--- config.mk ---
export PLATFORM = sky130hd
export DESIGN_NAME = segment_scroller
export DESIGN_NICKNAME = d
export VERILOG_FILES = /design/src/rtl/segment_scroller.sv
export SDC_FILE = /design/constraint.sdc
export NUM_CORES = 1
export LEC_CHECK = 0
export ABC_AREA = 0
export CAP_MARGIN = 40
export CORE_MARGIN = 2
export CORE_UTILIZATION = 50
export DETAILED_ROUTE_END_ITERATION = 16
export PLACE_DENSITY = 0.68
export SYNTH_ARGS = -nofsm -noshare
export SYNTH_HDL_FRONTEND = slang
export SYNTH_SLANG_ARGS = --single-unit
--- constraint.sdc ---
create_clock -name clock -period 12.6 [get_ports clock]
set_input_delay 1.89 -clock clock [delete_from_list [all_inputs] [get_ports clock]]
set_output_delay 1.89 -clock clock [all_outputs]
set_load 0.02 [all_outputs]
--- src/rtl/segment_scroller.sv ---
// Scrolls a buffered message of seven-segment patterns right-to-left across four digits.
// Define SCROLL_LOOP_EN to let loop_en repeat the message; otherwise loop_en is ignored.
module segment_scroller #(
    parameter int          DEPTH       = 16,
    parameter int          STEP_CYCLES = 25_000_000,
    parameter logic [7:0]  BLANK       = 8'hFF
) (
    input  logic       clock,
    input  logic       reset,
    input  logic [7:0] wr_data,
    input  logic       wr_valid,
    output logic       wr_ready,
    input  logic       start,
    input  logic       abort,
    input  logic       loop_en,
    output logic       busy,
    output logic       done,
    output logic [7:0] c3,
    output logic [7:0] c2,
    output logic [7:0] c1,
    output logic [7:0] c0
);

    localparam int CW = $clog2(DEPTH + 1);
    localparam int PW = $clog2(DEPTH + 4);
    localparam int SW = (STEP_CYCLES > 1) ? $clog2(STEP_CYCLES) : 1;
    localparam int IW = (DEPTH > 1) ? $clog2(DEPTH) : 1;

    typedef enum logic {IDLE, SCROLL} state_t;

    state_t        state, state_next;
    logic [7:0]    mem [DEPTH];
    logic [CW-1:0] count, count_next;
    logic [PW-1:0] pos, pos_next;
    logic [SW-1:0] step, step_next;
    logic          wr_fire, boundary, last_pos, loop_eff, done_next;
    logic [7:0]    c_next [4];

`ifdef SCROLL_LOOP_EN
    assign loop_eff = loop_en;
`else
    logic unused_loop_en;
    assign loop_eff       = 1'b0;
    assign unused_loop_en = loop_en;
`endif

    assign wr_ready = (state == IDLE) && (count < CW'(DEPTH));
    assign wr_fire  = wr_valid && wr_ready;
    assign boundary = (step == SW'(STEP_CYCLES - 1));
    assign last_pos = (int'(pos) >= int'(count) + 3);

    // NOTE: every variable gets a default before the case so no path leaves it unassigned (no latches).
    always_comb begin
        state_next = state;
        count_next = count;
        pos_next   = pos;
        step_next  = step;
        done_next  = 1'b0;
        case (state)
            IDLE: begin
                if (wr_fire)
                    count_next = count + 1'b1;
                if (start && (count != '0 || wr_fire)) begin
                    state_next = SCROLL;
                    pos_next   = PW'(1);
                    step_next  = '0;
                end
            end
            SCROLL: begin
                if (abort) begin
                    state_next = IDLE;
                    count_next = '0;
                    pos_next   = '0;
                    step_next  = '0;
                end else if (boundary) begin
                    step_next = '0;
                    if (!last_pos) begin
                        pos_next = pos + 1'b1;
                    end else if (loop_eff) begin
                        pos_next = PW'(1);
                    end else begin
                        state_next = IDLE;
                        done_next  = 1'b1;
                        count_next = '0;
                        pos_next   = '0;
                    end
                end else begin
                    step_next = step + 1'b1;
                end
            end
            default: state_next = IDLE;
        endcase
    end

    // Digit d shows stream element pos+d; the pattern written on a start edge is forwarded.
    always_comb begin
        int idx;
        for (int d = 0; d < 4; d++) begin
            idx       = int'(pos_next) + d - 4;
            c_next[d] = BLANK;
            if (state_next == SCROLL && idx >= 0 && idx < int'(count_next))
                c_next[d] = (wr_fire && idx == int'(count)) ? wr_data : mem[idx[IW-1:0]];
        end
    end

    // NOTE: sequential state uses non-blocking assignments so all registers update from pre-edge values.
    always_ff @(posedge clock) begin
        if (reset) begin
            state <= IDLE;
            count <= '0;
            pos   <= '0;
            step  <= '0;
            busy  <= 1'b0;
            done  <= 1'b0;
            c3    <= BLANK;
            c2    <= BLANK;
            c1    <= BLANK;
            c0    <= BLANK;
        end else begin
            state <= state_next;
            count <= count_next;
            pos   <= pos_next;
            step  <= step_next;
            busy  <= (state_next == SCROLL);
            done  <= done_next;
            c3    <= c_next[0];
            c2    <= c_next[1];
            c1    <= c_next[2];
            c0    <= c_next[3];
        end
    end

    // NOTE: the buffer is not reset; entries at or beyond count are never displayed.
    always_ff @(posedge clock) begin
        if (wr_fire)
            mem[count[IW-1:0]] <= wr_data;
    end

endmodule

==> flow_summary.yaml, run 1 <==
global_routing:
  grt_max_degree: 81
  track_usage: 0.2886
  antenna_found_initial: 2
  grt_pass1_vias: 9393
  grt_pass1_wl_mm: 56.73
  grt_overflow: 0
drt:
  final_antenna_net_count: 0
  drt-total-wl_mm: 37.33
  wl_per_cell_um: 24.01
  route.detailed.vias_per_inst: 6.643
  drt_iter0_drc: 1269
  firstDrtPassIters: 6
  via_count: 10330
  route.detailed.drc: 0
power:
  ir_drop_uv: 83.81
  switching_share: 0.2909
  p_int_uw: 1068
  p_seq_frac: 0.465
  combPwrFrac: 0.171
  p_leak_uw: 0.004932
  power_density_nw_per_um2: 108.9
  power.switching_uw: 438.2
  p_total_uw: 1507
  p_clk_frac: 0.364
worst_setup_path:
  worst-setup-path-type: "in -> reg"
  path_max_fanout: 53
  critPathSlowestCell: "or2_1"
  end_kind: "register"
  crit_path_start_kind: "primary input"
  arrival_ns: 7.75
  timing.rr.end: "c1[0]$_SDFF_PP1_"
  reg2reg_depth: 21
  cp.required_ns: 12.83
  worst-path-buf-inv: 5
  timing.rr.start: "count[0]$_SDFF_PP0_"
  critical_path.top_delay_family: "compound AO/OA/AOI/OAI gates"
  reg2reg_slack_ns: 5.23
  cp_cell_sequence: "clkdlybuf4s50_1 -> nor2b_1 -> o21a_1 -> o21ai_2 -> buf_4 -> and2_2 -> buf_4 -> ha_1 -> inv_1 -> a21oi_1 -> or2_1 -> inv_1 -> ha_1 -> a21oi_1 -> o2111a_1 -> o21a_1 -> o211ai_1"
  slowest_delay_ns: 0.74
die:
  die_x_um: 161.6
  core_area_um2: 24390
  pin_count: 49
  rows: 57
  chipHeight_um: 161.6
  die-area_um2: 26130
  start_util: 0.5094
run_status:
  status: "finished clean"
layout:
  num_antenna_cells: 0
  drive_gt1_frac: 0.1251
  areaGrowthSynthToFinish_pct: 11.39
  finalNetCount: 1268
  nFillCells: 2044
synthesis:
  synth_top_area_share: 0.3093
  synthXorXnorAreaFrac: 0.03101
  ys_types: 81
  ys_seq_area_frac: 0.4205
  syn_avg_cell_area_um2: 10.30
  synth-main-ff-cell: "edfxtp_1"
  synth_area_leaders: "edfxtp_1 31%, dfxtp_1 11%, mux4_2 7.1%"
  yosys.cell_count.top_type: "nand2_1"
  synthAdderAreaFrac: 0.03625
  synth_commonest_cells: "206 x nand2_1, 128 x edfxtp_1, 82 x mux2i_1, 69 x dfxtp_1, 63 x nand3_1"
  ys_ff_latch: 197
  yosys.area_share.simple: 0.1674
  synth_fp_nets: 1256
  syn_inst: 1206
  synth_top_family_by_area: "simple AND/OR/NAND/NOR gates"
  async_flop_share: 0
  synth_mux_area_frac: 0.1512
  yosysTopAreaCell: "edfxtp_1"
  synth-compound-area-share: 0.1525
  syn_area_um2: 12430
  synth_warnings: 0
  synth-edff-count: 128
clock_network:
  path_clk_slew_ns: 0.07
  clk_path_buf_depth: 2
  cts_root_buf: "clkbuf_16"
  cts.sinks: 197
  hold_buffers: 0
  cts_tree: "yes"
  htree_levels: 4
  cts_buffers: 17
  cts_setup_buffers: 0
  cts.repair.resized: 0
  clock_latency_ns: 0.45
sta:
  rsz0062_at_grt: "false"
  tightest_slew_ns: 0.9383
  setup_viol: 0
  fmax_ghz: 0.1330
  skew_ns: 0.01532
  fin_crit_sh: 0.5966
  slew-limit-headroom: 0.3745
  finalCriticalPeriod_ns: 7.518
  hold_viol: 0
  maxSlewViolCount: 0
  fin_tns_setup_ns: 0
worst_hold_path:
  hold_class: "reg -> reg"
  hp-start: "step[13]$_SDFFE_PP0P_"
  hold_end: "step[13]$_SDFFE_PP0P_"
  min_path_cells: 2
place:
  portBuffers: 47
  post-dp-hpwl_mm: 24.35
  place_congestion: 0.8869
flow_run:
  cap_violations: 0
[routing by layer]
layer | wire, µm | GRT usage | up-vias | share of wire
li1 | - | - | 4598 | -
met1 | 15640 | 0.4151 | 4995 | 0.42
met2 | 16030 | 0.4227 | 640 | 0.43
met3 | 4269 | 0.07036 | 95 | 0.11
met4 | 1381 | 0.1090 | 2 | 0.037
met5 | 13 | 0 | - | 0.00035
[worst min-delay path, stage by stage, from the launching register on]
cell     delay (ns)
dfxtp_1        0.34
nand2_1        0.06
a21oi_1        0.05
[final cells by class]
cell class / count / area (µm²) / area share
Multi-Input combinational cell: 900 / 6758 / 0.4882
Clock buffer: 17 / 425.4 / 0.03074
Tap cell: 324 / 405.4 / 0.02929
Sequential cell: 197 / 5225 / 0.3775
Timing Repair Buffer: 75 / 754.5 / 0.05451
Inverter: 27 / 105.1 / 0.007594
Clock inverter: 15 / 167.7 / 0.01211
[logic make-up after synthesis]
kind of cell	count (synthesis)
xor gates and xnor gates	37
adders and majority gates	36
AOI/OAI and AO/OA	254
and+or+nand+nor	436
DFF	197
buffers and inverters	109
muxes	137
[how the worst max path moves through the flow]
stage          cells past startpoint  slack [ns]   from          endpoint
2_1_floorplan                     21        6.15  abort  c0[6]$_SDFF_PP1_
3_3_place_gp                      20        4.89  abort  c0[6]$_SDFF_PP1_
3_5_place_dp                      20        4.83  abort  c0[6]$_SDFF_PP1_
4_1_cts                           20        5.25  abort  c0[6]$_SDFF_PP1_
5_1_grt                           20        4.76  abort  c0[6]$_SDFF_PP1_
6_report                          17        5.08  abort  c1[0]$_SDFF_PP1_
[registers in the layout (all words and copies together) (netlist names)]
signal	flops
c0	8
c1	8
c2	8
c3	8
count	5
done	1
mem	128
pos	5
state	1
step	25
[stage by stage]
| stage | cells | instance area [µm²] | hold slack, ns | utilization | setup slack, ns |
|---|---|---|---|---|---|
| floorplan | 1206 | 12430 | 0.4582 | - | 6.153 |
| global placement | 1511 | 13080 | 0.4736 | 0.5364 | 4.889 |
| detailed placement | 1523 | 13250 | 0.4850 | 0.5431 | 4.825 |
| CTS | 1555 | 13840 | 0.4976 | 0.5675 | 5.253 |
| global route | 1555 | 13840 | 0.5209 | 0.5675 | 4.758 |
| finish | 1555 | 13840 | 0.4962 | 0.5675 | 5.082 |
[power groups by stage]
stage                     logic [µW]  clock network (µW)  registers [µW]
after floorplan                  186                   0             712
after global placement           245                   0             714
after detailed placement         252                   0             714
after CTS                        254                 555             700
after global routing             277                 582             701
final                            258                 549             700
[layout by cell type (no fill, tap or decap), types with 4 or more instances in the layout]
cell	count
a211oi_1	34
a21oi_1	52
a31oi_1	34
a32oi_1	39
and2_1	10
and3_1	41
buf_4	19
buf_6	5
clkbuf_16	17
clkdlybuf4s50_1	47
dfxtp_1	69
edfxtp_1	128
ha_1	36
inv_1	23
inv_6	5
inv_8	4
mux2_1	7
mux2_2	9
mux2i_1	82
mux4_2	39
nand2_1	206
nand2b_1	10
nand3_1	63
nor2_1	47
nor2b_1	7
nor3_1	11
nor4_1	4
o2111ai_1	4
o211ai_1	16
o211ai_2	11
o21a_1	5
o21ai_0	14
o21ai_1	5
o22a_1	7
or3_1	5
xnor2_1	14
xor2_1	17
No activity file was read; power rests on OpenSTA's default activity.
==> inputs of run 2 (changes only) <==
==> constraint.sdc (replaced) <==
create_clock -name clock -period 7.7 [get_ports clock]
set_input_delay 1.155 -clock clock [delete_from_list [all_inputs] [get_ports clock]]
set_output_delay 1.155 -clock clock [all_outputs]
set_load 0.02 [all_outputs]
==> run 2 against run 1 <==
Against the previous run:
- via count increased by 0.29%
- clock skew increased by 0.00087 ns
- design area hardly changed
==> flow_summary.yaml, run 2 (synthesis gave the netlist of run 1 again) <==
drt:
  final_antenna_net_count: 0
  via_count: 10360
  route.detailed.drc: 0
  route.detailed.vias_per_inst: 6.658
  drt-total-wl_mm: 37.95
  wl_per_cell_um: 24.39
  drt_iter0_drc: 1274
  firstDrtPassIters: 6
worst_setup_path:
  path_max_fanout: 28
  cp_cell_sequence: "inv_1 -> ha_1 -> nor2_1 -> xnor2_1 -> ha_1 -> nand3_1 -> o21ai_1 -> a211o_1 -> and2_2 -> clkinv_2 -> ha_1 -> ha_1 -> o21a_1 -> o21ai_0 -> nand2b_1 -> a31oi_4 -> o211ai_2"
  worst-setup-path-type: "reg -> reg"
  cp.required_ns: 7.97
  reg2reg_slack_ns: 1.43
  slowest_delay_ns: 1.04
  critPathSlowestCell: "ha_1"
  arrival_ns: 6.55
  crit_top_cell: "ha_1"
  crit_path_start_kind: "register"
  end_kind: "register"
global_routing:
  grt_pass1_vias: 9446
  grt_overflow: 0
  grt_pass1_wl_mm: 57.50
  antenna_found_initial: 1
  grt_max_degree: 140
  track_usage: 0.2939
place:
  place_congestion: 0.8877
  dp_slack_ns: 1.284
  portBuffers: 47
  post-dp-hpwl_mm: 24.01
sta:
  slew-limit-headroom: 0.3429
  fmax_ghz: 0.1594
  maxSlewViolCount: 0
  fin_crit_sh: 0.8149
  fin_tns_setup_ns: 0
  setup_ws_ns: 1.425
  tightest_slew_ns: 0.9813
  setup_viol: 0
  rsz0062_at_grt: "false"
  holdWs_ns: 0.5020
  skew_ns: 0.01619
  hold_viol: 0
  finalCriticalPeriod_ns: 6.275
flow_run:
  cap_violations: 0
layout:
  drive_gt1_frac: 0.1258
  nFillCells: 2096
  areaGrowthSynthToFinish_pct: 11.36
  largest_reg_flops: 128
  regArea_um2: 5225
  fin_util: 0.5673
  final_common_cell: "nand2_1"
  multi_input_area_um2: 6735
  layout_common_cells: "206 x nand2_1, 128 x edfxtp_1, 82 x mux2i_1, 69 x dfxtp_1, 63 x nand3_1"
  num_antenna_cells: 0
  finalNetCount: 1269
die:
  chipHeight_um: 161.6
  core_area_um2: 24390
  die_x_um: 161.6
  pin_count: 49
  start_util: 0.5094
  die-area_um2: 26130
  rows: 57
power:
  p_leak_uw: 0.004924
  p_total_uw: 2483
  power_density_nw_per_um2: 179.4
  ir_drop_uv: 184.7
clock_network:
  htree_levels: 4
  cts_setup_buffers: 0
  cts.repair.resized: 0
  clock_latency_ns: 0.44
  path_clk_slew_ns: 0.08
  cts_buffers: 17
  cts_tree: "yes"
  cts_root_buf: "clkbuf_16"
  hold_buffers: 0
  cts.sinks: 197
  clk_path_buf_depth: 2
run_status:
  status: "finished clean"
worst_hold_path:
  hold_class: "reg -> reg"
==> run 2: cell type report <==
class	instances	area share
tap	324	0.02930
sequential	197	0.3776
clock inverter	15	0.01374
timing repair buffer	76	0.05425
multi-input combinational	900	0.4868
clock buffer	17	0.03074
inverter	27	0.007596
==> run 2: per-stage QoR <==
step | std cells | instance area [µm²]
after floorplan | 1206 | 12430
after global placement | 1515 | 13120
after detailed placement | 1523 | 13210
after CTS | 1555 | 13830
after global routing | 1556 | 13840
final | 1556 | 13840
==> run 2: power by group <==
group	switching [µW]	total, µW	internal, µW
Clock	475	922	447
Combinational	243	415	172
Sequential	12.8	1150	1130
==> run 2: per-layer routing <==
metal,vias up,track usage,wire length [µm]
met5,-,0,0
li1,4609,-,-
met2,648,0.4326,16180
met4,0,0.1150,1573
met1,5012,0.4178,15650
met3,91,0.07370,4544
==> run 2: worst paths after layout <==
check / from / end / depth (start not counted)
min reg2reg: step[17]$_SDFFE_PP0P_ / step[17]$_SDFFE_PP0P_ / 2
max reg2reg: count[0]$_SDFF_PP0_ / c2[0]$_SDFF_PP1_ / 17
min: step[17]$_SDFFE_PP0P_ / step[17]$_SDFFE_PP0P_ / 2
max: count[0]$_SDFF_PP0_ / c2[0]$_SDFF_PP1_ / 17
==> run 2: critical path, delay by kind of cell (launching register included) <==
family | cells | cell delay, ns
adders and majority gates | 4 | 2.00
AOI/OAI and AO/OA | 6 | 1.67
and+or+nand+nor | 4 | 0.93
buffers and inverters | 2 | 0.79
DFF | 1 | 0.62
xor gates and xnor gates | 1 | 0.09
